==> config.mk <==
export PLATFORM = sky130hd
export DESIGN_NAME = wb_arbiter
export DESIGN_NICKNAME = d
export VERILOG_FILES = /design/src/rtl/wb_pkg.sv /design/src/rtl/wb_fifo.sv /design/src/rtl/wb_arbiter.sv
export SDC_FILE = /design/constraint.sdc
export NUM_CORES = 1
export LEC_CHECK = 0
export ABC_AREA = 1
export BUFFER_PORTS_ARGS = -buffer_cell sky130_fd_sc_hd__buf_4
export CORE_MARGIN = 5
export CORE_UTILIZATION = 52
export DETAILED_ROUTE_END_ITERATION = 6
export PLACE_DENSITY = 0.81
export SYNTH_ARGS = -nofsm -noshare
export SYNTH_HDL_FRONTEND = slang
export SYNTH_HIERARCHICAL = 1
export SYNTH_SLANG_ARGS = --single-unit
export TNS_END_PERCENT = 100
==> constraint.sdc <==
create_clock -name clk_i -period 2.6 [get_ports clk_i]
set_input_delay 0.39 -clock clk_i [delete_from_list [all_inputs] [get_ports clk_i]]
set_output_delay 0.39 -clock clk_i [all_outputs]
set_load 0.01 [all_outputs]
==> src/rtl/wb_pkg.sv <==
// Shared types and helpers for the writeback stage: load funct3 codes,
// the queued-entry layout and the load alignment/extension function.
package wb_pkg;

  localparam logic [2:0] LB  = 3'b000;
  localparam logic [2:0] LH  = 3'b001;
  localparam logic [2:0] LW  = 3'b010;
  localparam logic [2:0] LBU = 3'b100;
  localparam logic [2:0] LHU = 3'b101;

  typedef struct packed {
    logic        live;
    logic [4:0]  rd;
    logic [31:0] data;
  } wb_entry_t;

  // Byte/half is picked by the low address bits; misalignment is not checked.
  function automatic logic [31:0] load_extend(input logic [2:0]  funct3,
                                              input logic [1:0]  addr_lo,
                                              input logic [31:0] rdata);
    logic [7:0]  w_byte;
    logic [15:0] w_half;
    logic [31:0] w_res;
    w_byte = rdata[{addr_lo, 3'b000} +: 8];
    w_half = addr_lo[1] ? rdata[31:16] : rdata[15:0];
    case (funct3)
      LB:      w_res = {{24{w_byte[7]}}, w_byte};
      LH:      w_res = {{16{w_half[15]}}, w_half};
      LBU:     w_res = {24'h0, w_byte};
      LHU:     w_res = {16'h0, w_half};
      default: w_res = rdata;
    endcase
    return w_res;
  endfunction

endpackage

==> src/rtl/wb_fifo.sv <==
// Load-return queue. Each slot carries a live bit that can be cleared in place
// by a matching-rd kill, so a younger ALU write suppresses the stale load.
module wb_fifo
  import wb_pkg::*;
#(
  parameter int DEPTH = 4
) (
  input  logic               clk_i,
  input  logic               rst_ni,
  input  logic               i_push,
  input  logic               i_push_live,
  input  logic [4:0]         i_push_rd,
  input  logic [31:0]        i_push_data,
  input  logic               i_pop,
  input  logic               i_kill_en,
  input  logic [4:0]         i_kill_rd,
  output logic               o_head_live,
  output logic [4:0]         o_head_rd,
  output logic [31:0]        o_head_data,
  output logic               o_full,
  output logic               o_empty,
  output logic [DEPTH-1:0]   o_live,
  output logic [DEPTH*5-1:0] o_rd_flat
);

  localparam int AW = $clog2(DEPTH);

  logic [AW:0]      r_wr_ptr, r_rd_ptr;
  logic [DEPTH-1:0] r_live;
  logic [4:0]       r_rd   [DEPTH];
  logic [31:0]      r_data [DEPTH];

  logic [AW-1:0]    w_wr_idx, w_rd_idx;
  logic             w_push, w_pop;
  wb_entry_t        w_head;

  assign w_wr_idx = r_wr_ptr[AW-1:0];
  assign w_rd_idx = r_rd_ptr[AW-1:0];
  assign o_empty  = (r_wr_ptr == r_rd_ptr);
  assign o_full   = ((r_wr_ptr ^ r_rd_ptr) == {1'b1, {AW{1'b0}}});
  assign w_push   = i_push && !o_full;
  assign w_pop    = i_pop && !o_empty;

  // NOTE: sequential state uses non-blocking assignment so every register samples pre-edge values.
  always_ff @(posedge clk_i or negedge rst_ni) begin
    if (!rst_ni) begin
      r_wr_ptr <= '0;
      r_rd_ptr <= '0;
    end else begin
      if (w_push) r_wr_ptr <= r_wr_ptr + 1'b1;
      if (w_pop)  r_rd_ptr <= r_rd_ptr + 1'b1;
    end
  end

  // A live bit is only ever set on an occupied slot, so it doubles as the valid bit.
  always_ff @(posedge clk_i or negedge rst_ni) begin
    if (!rst_ni) begin
      r_live <= '0;
    end else begin
      for (int i = 0; i < DEPTH; i++) begin
        if (i_kill_en && (r_rd[i] == i_kill_rd)) r_live[i] <= 1'b0;
      end
      if (w_pop)  r_live[w_rd_idx] <= 1'b0;
      if (w_push) r_live[w_wr_idx] <= i_push_live;
    end
  end

  // NOTE: payload storage has no reset; nothing reads it until a live bit, which is reset, marks it valid.
  always_ff @(posedge clk_i) begin
    if (w_push) begin
      r_rd[w_wr_idx]   <= i_push_rd;
      r_data[w_wr_idx] <= i_push_data;
    end
  end

  assign w_head = '{live: r_live[w_rd_idx], rd: r_rd[w_rd_idx], data: r_data[w_rd_idx]};
  assign o_head_live = w_head.live;
  assign o_head_rd   = w_head.rd;
  assign o_head_data = w_head.data;
  assign o_live      = r_live;

  for (genvar g = 0; g < DEPTH; g++) begin : g_rd_flat
    assign o_rd_flat[g*5 +: 5] = r_rd[g];
  end

endmodule

==> src/rtl/wb_arbiter.sv <==
// Writeback port arbiter: ALU results always win the regfile write port,
// queued load returns drain when the ALU is idle; exports a pending-load busy mask.
module wb_arbiter
  import wb_pkg::*;
#(
  parameter int DEPTH = 4
) (
  input  logic        clk_i,
  input  logic        rst_ni,
  input  logic        alu_valid_i,
  input  logic [4:0]  alu_rd_i,
  input  logic [31:0] alu_data_i,
  input  logic        lsu_valid_i,
  output logic        lsu_ready_o,
  input  logic [4:0]  lsu_rd_i,
  input  logic [2:0]  lsu_funct3_i,
  input  logic [1:0]  lsu_addr_lo_i,
  input  logic [31:0] lsu_rdata_i,
  output logic [4:0]  rd_addr_o,
  output logic [31:0] rd_data_o,
  output logic        rd_wren_o,
  output logic [31:0] busy_o
);

  wb_entry_t          w_push_entry;
  logic               w_alu_kill;
  logic               w_push, w_pop;
  logic               w_full, w_empty;
  logic               w_head_live;
  logic [4:0]         w_head_rd;
  logic [31:0]        w_head_data;
  logic [DEPTH-1:0]   w_live;
  logic [DEPTH*5-1:0] w_rd_flat;
  logic               w_wr_en;
  logic [4:0]         w_wr_rd;
  logic [31:0]        w_wr_data;
  logic [31:0]        w_busy;
  logic               r_wren;
  logic [4:0]         r_addr;
  logic [31:0]        r_data;

  // An ALU write is younger than every queued or same-cycle load to the same rd.
  assign w_alu_kill = alu_valid_i && (alu_rd_i != 5'd0);

  assign w_push_entry = '{
    live: (lsu_rd_i != 5'd0) && !(w_alu_kill && (alu_rd_i == lsu_rd_i)),
    rd:   lsu_rd_i,
    data: load_extend(lsu_funct3_i, lsu_addr_lo_i, lsu_rdata_i)
  };

  assign w_push = lsu_valid_i && !w_full;
  assign w_pop  = !alu_valid_i && !w_empty;

  wb_fifo #(.DEPTH(DEPTH)) u_fifo (
    .clk_i       (clk_i),
    .rst_ni      (rst_ni),
    .i_push      (w_push),
    .i_push_live (w_push_entry.live),
    .i_push_rd   (w_push_entry.rd),
    .i_push_data (w_push_entry.data),
    .i_pop       (w_pop),
    .i_kill_en   (w_alu_kill),
    .i_kill_rd   (alu_rd_i),
    .o_head_live (w_head_live),
    .o_head_rd   (w_head_rd),
    .o_head_data (w_head_data),
    .o_full      (w_full),
    .o_empty     (w_empty),
    .o_live      (w_live),
    .o_rd_flat   (w_rd_flat)
  );

  // NOTE: every always_comb output gets a default first so no path infers a latch.
  always_comb begin
    w_wr_en   = 1'b0;
    w_wr_rd   = alu_rd_i;
    w_wr_data = alu_data_i;
    if (alu_valid_i) begin
      w_wr_en = (alu_rd_i != 5'd0);
    end else if (w_pop) begin
      w_wr_en   = w_head_live && (w_head_rd != 5'd0);
      w_wr_rd   = w_head_rd;
      w_wr_data = w_head_data;
    end
  end

  // Address/data hold their last written value whenever the enable is low.
  always_ff @(posedge clk_i or negedge rst_ni) begin
    if (!rst_ni) begin
      r_wren <= 1'b0;
      r_addr <= '0;
      r_data <= '0;
    end else begin
      r_wren <= w_wr_en;
      if (w_wr_en) begin
        r_addr <= w_wr_rd;
        r_data <= w_wr_data;
      end
    end
  end

  always_comb begin
    w_busy = '0;
    for (int i = 0; i < DEPTH; i++) begin
      if (w_live[i]) w_busy[w_rd_flat[i*5 +: 5]] = 1'b1;
    end
    w_busy[0] = 1'b0;
  end

  assign rd_wren_o   = r_wren;
  assign rd_addr_o   = r_addr;
  assign rd_data_o   = r_data;
  assign busy_o      = w_busy;
  assign lsu_ready_o = !w_full;

endmodule
==> results of run 1 <==
registers in the layout (all words and copies together), names as in the netlist:
signal           count
rd_addr_o            5
rd_data_o           32
rd_wren_o            1
u_fifo/o_live        4
u_fifo/r_data      128
u_fifo/r_rd         20
u_fifo/r_rd_ptr      3
u_fifo/r_wr_ptr      3
power by group through the flow:
stage	Combinational (mW)	Sequential, mW	Clock (mW)
3_5_place_dp	5.11	4.95	0
4_1_cts	5.14	4.89	2.67
5_1_grt	5.69	4.98	2.84
2_1_floorplan	3.18	4.92	0
6_report	5.17	4.92	2.66
3_3_place_gp	4.96	4.93	0
per-stage QoR:
stage          power (mW)  hold slack (ns)    util  worst slack, ns  cells
2_1_floorplan       8.098          0.09441       -           0.2985   1231
3_3_place_gp        9.888           0.4345  0.6026           0.4104   1612
3_5_place_dp        10.06           0.4421  0.6026           0.3038   1612
4_1_cts             12.70           0.1858  0.6343           0.1849   1645
5_1_grt             13.52           0.1855  0.6346          0.01429   1645
6_report            12.75           0.1916  0.6346           0.1908   1645
area by class of cell:
cell class | instances | share of cell area
well taps | 265 | 0.02658
clock buffers | 17 | 0.03411
flip-flops and latches | 196 | 0.4527
inverters | 107 | 0.03321
repair buffers | 174 | 0.1079
multi-input cells | 871 | 0.3303
clock inverters | 15 | 0.01515
cells by family (layout without fill, tap and decap cells):
logic type	after synthesis	in the layout	synth area share
AO/OA/AOI/OAI	252	252	0.1343
buffers and inverters	164	313	0.06698
XOR/XNOR	8	8	0.007417
other	1	1	0.0003585
AND/OR/NAND/NOR	602	602	0.2416
flip-flops	196	196	0.5397
adder cells (fa/ha/maj)	8	8	0.009570
cells in the final DEF, fill, tap and decap left out, types with 4 or more instances in the layout:
cell,n
nand3_2,4
inv_1,98
xor2_1,5
clkinv_4,4
buf_4,170
inv_8,4
nand2_2,6
nor2_1,145
o22ai_1,39
nor3_1,12
clkbuf_16,17
nand4_1,4
o21ai_0,143
nand2_1,318
edfxtp_1,148
o211ai_1,29
a21oi_1,36
inv_2,6
ha_1,8
nand3_1,102
dfrtp_1,47
worst max-delay path: stages (launching register included):
cell      delay, ns
edfxtp_1       0.65
inv_1          0.16
nor3_1         0.38
nand2_1        0.08
o21ai_0        0.08
or2_2          0.14
buf_4          0.11
layer usage:
metal	vias to the layer above	wire length, µm	track usage
li1	4433	-	-
met1	4322	12850	0.3788
met2	639	12870	0.3626
met3	51	3629	0.05737
met4	0	551	0.07106
met5	-	0	0
worst min path at each step:
stage / start / end / slack [ns] / cells after the start
2_1_floorplan: rst_ni / rd_addr_o[0] / 0.09 / 0
3_3_place_gp: rst_ni / u_fifo/o_live[3] / 0.43 / 1
3_5_place_dp: rst_ni / u_fifo/o_live[3] / 0.44 / 1
4_1_cts: lsu_rd_i[4] / u_fifo/r_rd[0][4] / 0.19 / 1
5_1_grt: lsu_rd_i[3] / u_fifo/r_rd[0][3] / 0.19 / 1
6_report: lsu_rd_i[3] / u_fifo/r_rd[2][3] / 0.19 / 1
repair_timing:
item                       CTS  global route
hold buffers                 1             0
resized for setup            0             1
hold endpoints to repair     8             0
setup endpoints to repair    0             3
==> impl_results.md, run 1 <==
- Core footprint: 0.01965 mm²
- Layout cells sized above 1: 0.1710
- Rows: 51
- Hpwl dp: 20810 µm
- Clock Sink Count: 196
- Clock Path Buffers: 2
- Required time of the critical path: 2.21 ns
- Hold Crit Class: input pin to register
- CP endpoint: busy_o[11]
- Routed Antenna Nets: 0
- Total CTS buffers: 17
- First-pass GRT wire length: 47110 µm
- Reg-to-reg critical path endpoint: rd_data_o[23]
- Drt via density: 5.742
- Least-Margin Pin Slew: 0.6895 ns
- Comb power frac: 0.406
- Overall Global Routing Usage: 0.2503
- Synthesized net count: 1322
- First drt pass iteration count: 5
- Warnings, synthesis: 6
- Tcrit/Tclk final: 0.9266
- Multi-input logic area: 0.004119 mm²
- # IOs: 154
- Drt total wl: 29910 µm
- Area growth from synthesis to layout: 19.23%
- R2R Path Start: u_fifo/r_rd_ptr[0]
- Nets: 1458
- Routed len/inst: 18.18 µm
- Die ar.: 0.02305 mm²
- Post-synth EDFFs: 148
- Vias in the first global route: 8810
- Max Cap Violations: 0
- Register area: 0.005647 mm²
- Worst Setup End Kind: output port
- Most frequent cells after synthesis: nand2_1 (318), edfxtp_1 (148), nor2_1 (145)
- Switch Pwr: 5.145 mW
- Final Slew Violations: 0
- Post-CTS setup buffers: 0
- Vias after detailed routing: 9445
- Achievable clock frequency: 415.1 MHz
- Outcome: completed
- Inserted Diodes: 0
- Final Cell Area: 0.01247 mm²
- Post-synth ARST share: 0.2449
- Crit-path max FO: 9
- Die Span Y: 151.8 µm
- Post-Synthesis Cells: 1231
- Crit. Startpoint: u_fifo/r_rd[3][3]
- Synth area leaders: edfxtp_1 (42%), dfrtp_1 (11%), nand2_1 (11%)
- Post-Synthesis Cell Area: 0.01046 mm²
- Unrepaired setup endpoints after global routing: false
- RePlAce Congestion: 0.9873
- Die W: 151.8 µm
- Peak VDD IR: 625.5 µV
- Final worst path period need: 2.409 ns
- GRT Residual Overflow: 0
- Top FF cell, synth: edfxtp_1
- Rel. slew slack: 0.5387
- Layout Skew: 0.01465 ns
- Internal: 7.609 mW
- Final hold vios: 0
- Sequential power share: 0.385
- Clk Latency, worst-skew pair: 0.43 ns
- Final setup TNS: 0 ns
- Antenna violations before repair: 0
- CP Launch Type: register
- Synth Register Bits: 196
- CTS root buf: clkbuf_16
- H-tree level count: 4
- Mean area per synthesized cell: 8.497 µm²
- Pwr dens: 1023 mW/mm²
- Sequential share of the synthesized area: 0.5397
- Share of the synthesized area in the top cell type: 0.4249
- Count of cell types in the netlist: 38
- DP Area: 0.01184 mm²
- FF-to-FF setup slack: 0.27 ns
- Cell taking the most area after synthesis: edfxtp_1
- CTS tree: yes
- Cell with the most instances after synthesis: nand2_1
- Largest net degree at the start of global routing: 65
- Sw Ratio: 0.4034
- Final setup vio count: 0
- # port buffers: 152
- First-iteration detailed-routing DRC count: 1256
- Worst-path clk slew: 0.07 ns
- # fillers: 1598
- # DRC: 0
- CP Data Arrival Time: 2.02 ns
- Initial Utilization: 0.5322
- Clock power frac: 0.209
- CP Class: register to output port
- R2R depth: 10
- Leakage: 5.552 nW
No activity file was read; power rests on OpenSTA's default activity.
==> run 2, diff against run 1 <==
--- a/config.mk
+++ b/config.mk
@@ -5,12 +5,11 @@
 export SDC_FILE = /design/constraint.sdc
 export NUM_CORES = 1
 export LEC_CHECK = 0
-export ABC_AREA = 1
 export BUFFER_PORTS_ARGS = -buffer_cell sky130_fd_sc_hd__buf_4
 export CORE_MARGIN = 5
-export CORE_UTILIZATION = 52
+export CORE_UTILIZATION = 45
 export DETAILED_ROUTE_END_ITERATION = 6
-export PLACE_DENSITY = 0.81
+export PLACE_DENSITY = 0.72
 export SYNTH_ARGS = -nofsm -noshare
 export SYNTH_HDL_FRONTEND = slang
 export SYNTH_HIERARCHICAL = 1
==> run 2 against run 1 <==
Against the previous run: count of clock-buffer cells in the layout increased by 2; area after synthesis decreased by 5.9%; highest routed layer unchanged; the run now ends with hold timing left; wire length decreased by 16%; largest power group unchanged; combinational power increased by 5.2%; non-clock buffer count increased by 23.
==> impl_results.md, run 2 <==
- Hold Crit Class: input pin to asynchronous set/reset pin
- Die ar.: 0.02493 mm² (+8.1%)
- Max FFs per register: 128 (unchanged)
- Sequential share of the synthesized area: 0.5737 (+0.03397)
- Cell with the most instances after synthesis: edfxtp_1
- Pwr dens: 1049 mW/mm² (+2.6%)
- GRT Residual Overflow: 0 (unchanged)
- Vias after detailed routing: 6743 (-29%)
- Synth area leaders: edfxtp_1 (45%), dfrtp_1 (12%), mux4_2 (8.9%)
- First-pass GRT wire length: 38520 µm (-18%)
- Outcome: finished with violations
- First-iteration detailed-routing DRC count: 640 (-49%)
- Most frequent cells after synthesis: edfxtp_1 (148), nand2_1 (59), mux2_2 (55)
- Drt total wl: 25050 µm (-16%)
- CP Launch Type: register
- Synthesized net count: 775 (-41%)
- Post-Synthesis Cells: 684 (-44%)
- Hpwl dp: 17970 µm (-14%)
- Slowest stage cell, crit path: mux4_2
- Peak VDD IR: 613.6 µV (-1.9%)
- Max Cap Violations: 0 (unchanged)
- Layout cells sized above 1: 0.4080 (+0.2370)
- Failing checks: hold timing
- Clk Latency, worst-skew pair: 0.42 ns (about the same)
- Worst setup margin: 0.09103 ns (-0.09981 ns)
- Required time of the critical path: 2.91 ns (+0.70 ns)
- Final setup vio count: 0 (unchanged)
- Top FF cell, synth: edfxtp_1
- Synth Register Bits: 196 (unchanged)
- Least-Margin Pin Slew: 0.6911 ns (+0.001599 ns)
- # DRC: 0 (unchanged)
- Die Span Y: 157.9 µm (+4.0%)
- Worst-path clk slew: 0.07 ns (about the same)
- Final Slew Violations: 0 (unchanged)
- # port buffers: 152 (unchanged)
- Worst Setup End Kind: register
- Finished Core Util: 0.5625 (-0.07204)
- RePlAce Congestion: 0.9122 (-7.6%)
- Initial Utilization: 0.4537 (-0.07848)
- Post-Synthesis Cell Area: 0.009841 mm² (-5.9%)
- Buf+Inv Stages, Crit Path: 1 (-1)
- Share of the synthesized area in the top cell type: 0.4516 (+0.02674)
- Final Power: 12.79 mW (+0.32%)
- Routed len/inst: 21.69 µm (+19%)
- First drt pass iteration count: 6 (+1)
- # IOs: 154 (unchanged)
- Rows: 54 (+5.9%)
- Post-Place Worst Slack: 0.03997 ns (-0.2639 ns)
- Die W: 157.9 µm (+4.0%)
- Vias in the first global route: 6747 (-23%)
- Crit-path leading delay family: multiplexers
- Post-synth EDFFs: 148 (unchanged)
- Most frequent cells in the layout: buf_4 (185), edfxtp_1 (148), nand2_1 (59), mux2_2 (55), dfrtp_1 (46)
- Achievable clock frequency: 398.6 MHz (-4.0%)
- Commonest non-fill, non-tap cell in the layout: buf_4
- Count of cell types in the netlist: 53 (+39%)
- CP Class: register to register
- CP cell instances: mux4_2 > or4_4 > o211ai_1 > nand2_2 > buf_12 > mux2_4
- Final Cell Area: 0.01220 mm² (-2.2%)
- Drt via density: 5.838 (+1.7%)
- Nets: 953 (-35%)
- Core footprint: 0.02169 mm² (+10%)
- CP Data Arrival Time: 2.82 ns (+0.80 ns)
- Warnings, synthesis: 6 (unchanged)
- Final worst path period need: 2.509 ns (+0.09981 ns)
- Leakage: 4.625 nW (-17%)
- Crit-path max FO: 19 (+10)
- Clock Path Buffers: 2 (unchanged)
- Overall Global Routing Usage: 0.2028 (-0.04749)
- Final Hold Slack: -0.003332 ns (-0.1949 ns)
- Routed Antenna Nets: 0 (unchanged)
- Final hold vios: 3 (+3)
- Total CTS buffers: 17 (unchanged)
- Layout Skew: 0.01038 ns (-0.004272 ns)
- Tcrit/Tclk final: 0.9650 (+0.03839)
- Largest Register: u_fifo/r_data
- Unrepaired setup endpoints after global routing: true
- Rel. slew slack: 0.5393 (+0.0005620)
- Post-synth ARST share: 0.2449 (unchanged)
- Inserted Diodes: 0 (unchanged)
- Peak per-stage delay on the critical path: 0.54 ns (-0.11 ns)
- Multi-input logic area: 0.004001 mm² (-2.9%)
- Mean area per synthesized cell: 14.39 µm² (+69%)
- Register area: 0.005648 mm² (about the same)
- Area growth from synthesis to layout: 23.98%
- CTS tree: yes
- H-tree level count: 4 (unchanged)
- Largest net degree at the start of global routing: 49 (-25%)
- Antenna violations before repair: 0 (unchanged)
- CTS root buf: clkbuf_16
- Clock Sink Count: 196 (unchanged)
- DP Area: 0.01164 mm² (-1.7%)
- Cell taking the most area after synthesis: edfxtp_1
- # fillers: 1722 (+7.8%)
==> run 2: layout make-up <==
| cell class | instances | area share |
|---|---|---|
| sequential | 196 | 0.4629 |
| multi-input combinational | 442 | 0.3280 |
| timing repair buffer | 197 | 0.1335 |
| clock buffer | 19 | 0.03548 |
| tap | 280 | 0.02871 |
| clock inverter | 13 | 0.008922 |
| inverter | 8 | 0.002461 |
==> run 2: metal layers <==
layer  vias to the layer above  global-route usage  share of wire
li1                       3043                   -              -
met1                      3331              0.2769           0.42
met2                       326              0.3328           0.49
met3                        43             0.03527          0.071
met4                         0             0.06555          0.023
met5                         -                   0              0
==> run 2: cell families (layout without fill, tap and decap cells) <==
logic type / after synthesis / in the layout / share of synthesized area
AO/OA/AOI/OAI: 108 / 108 / 0.08595
XOR/XNOR: 33 / 33 / 0.03013
buffers and inverters: 46 / 237 / 0.02238
flip-flops: 196 / 196 / 0.5737
other: 1 / 1 / 0.0003811
multiplexers: 121 / 121 / 0.1893
AND/OR/NAND/NOR: 171 / 171 / 0.08799
adder cells (fa/ha/maj): 8 / 8 / 0.01017
==> run 2: power by group <==
group,switching [mW],leakage (nW),internal (mW)
Combinational,2.58,2.44,2.87
Clock,1.09,0.256,1.31
Sequential,0.490,1.93,4.45
==> run 2: path summary, 6_finish.rpt <==
path	from	endpoint	slack, ns	cells past startpoint
setup / recovery	u_fifo/r_rd_ptr[0]	rd_data_o[14]	0.09	6
hold / removal	rst_ni	rd_wren_o	-0.003	1
setup reg to reg	u_fifo/r_rd_ptr[0]	rd_data_o[14]	0.09	6
hold reg to reg	rd_data_o[27]	rd_data_o[27]	0.51	1
max in group asynchronous	rst_ni	u_fifo/r_rd_ptr[0]	2.09	1
min in group clk_i	lsu_rd_i[3]	u_fifo/r_rd[3][3]	0.20	1
==> run 2: what timing repair did <==
item                                   in CTS  in global routing
pin swaps                                   0                  2
buffers inserted                            0                  1
endpoints found under the hold margin       0                  0
setup endpoints to repair                   1                130
hold buffers                                0                  0
resized for setup                           1                  2
==> run 2: metrics by stage <==
stage / TNS [ns] / std cells
2_1_floorplan: -0.4870 / 684
3_3_place_gp: 0 / 1122
3_5_place_dp: 0 / 1122
4_1_cts: 0 / 1154
5_1_grt: -0.7692 / 1155
6_report: 0 / 1155
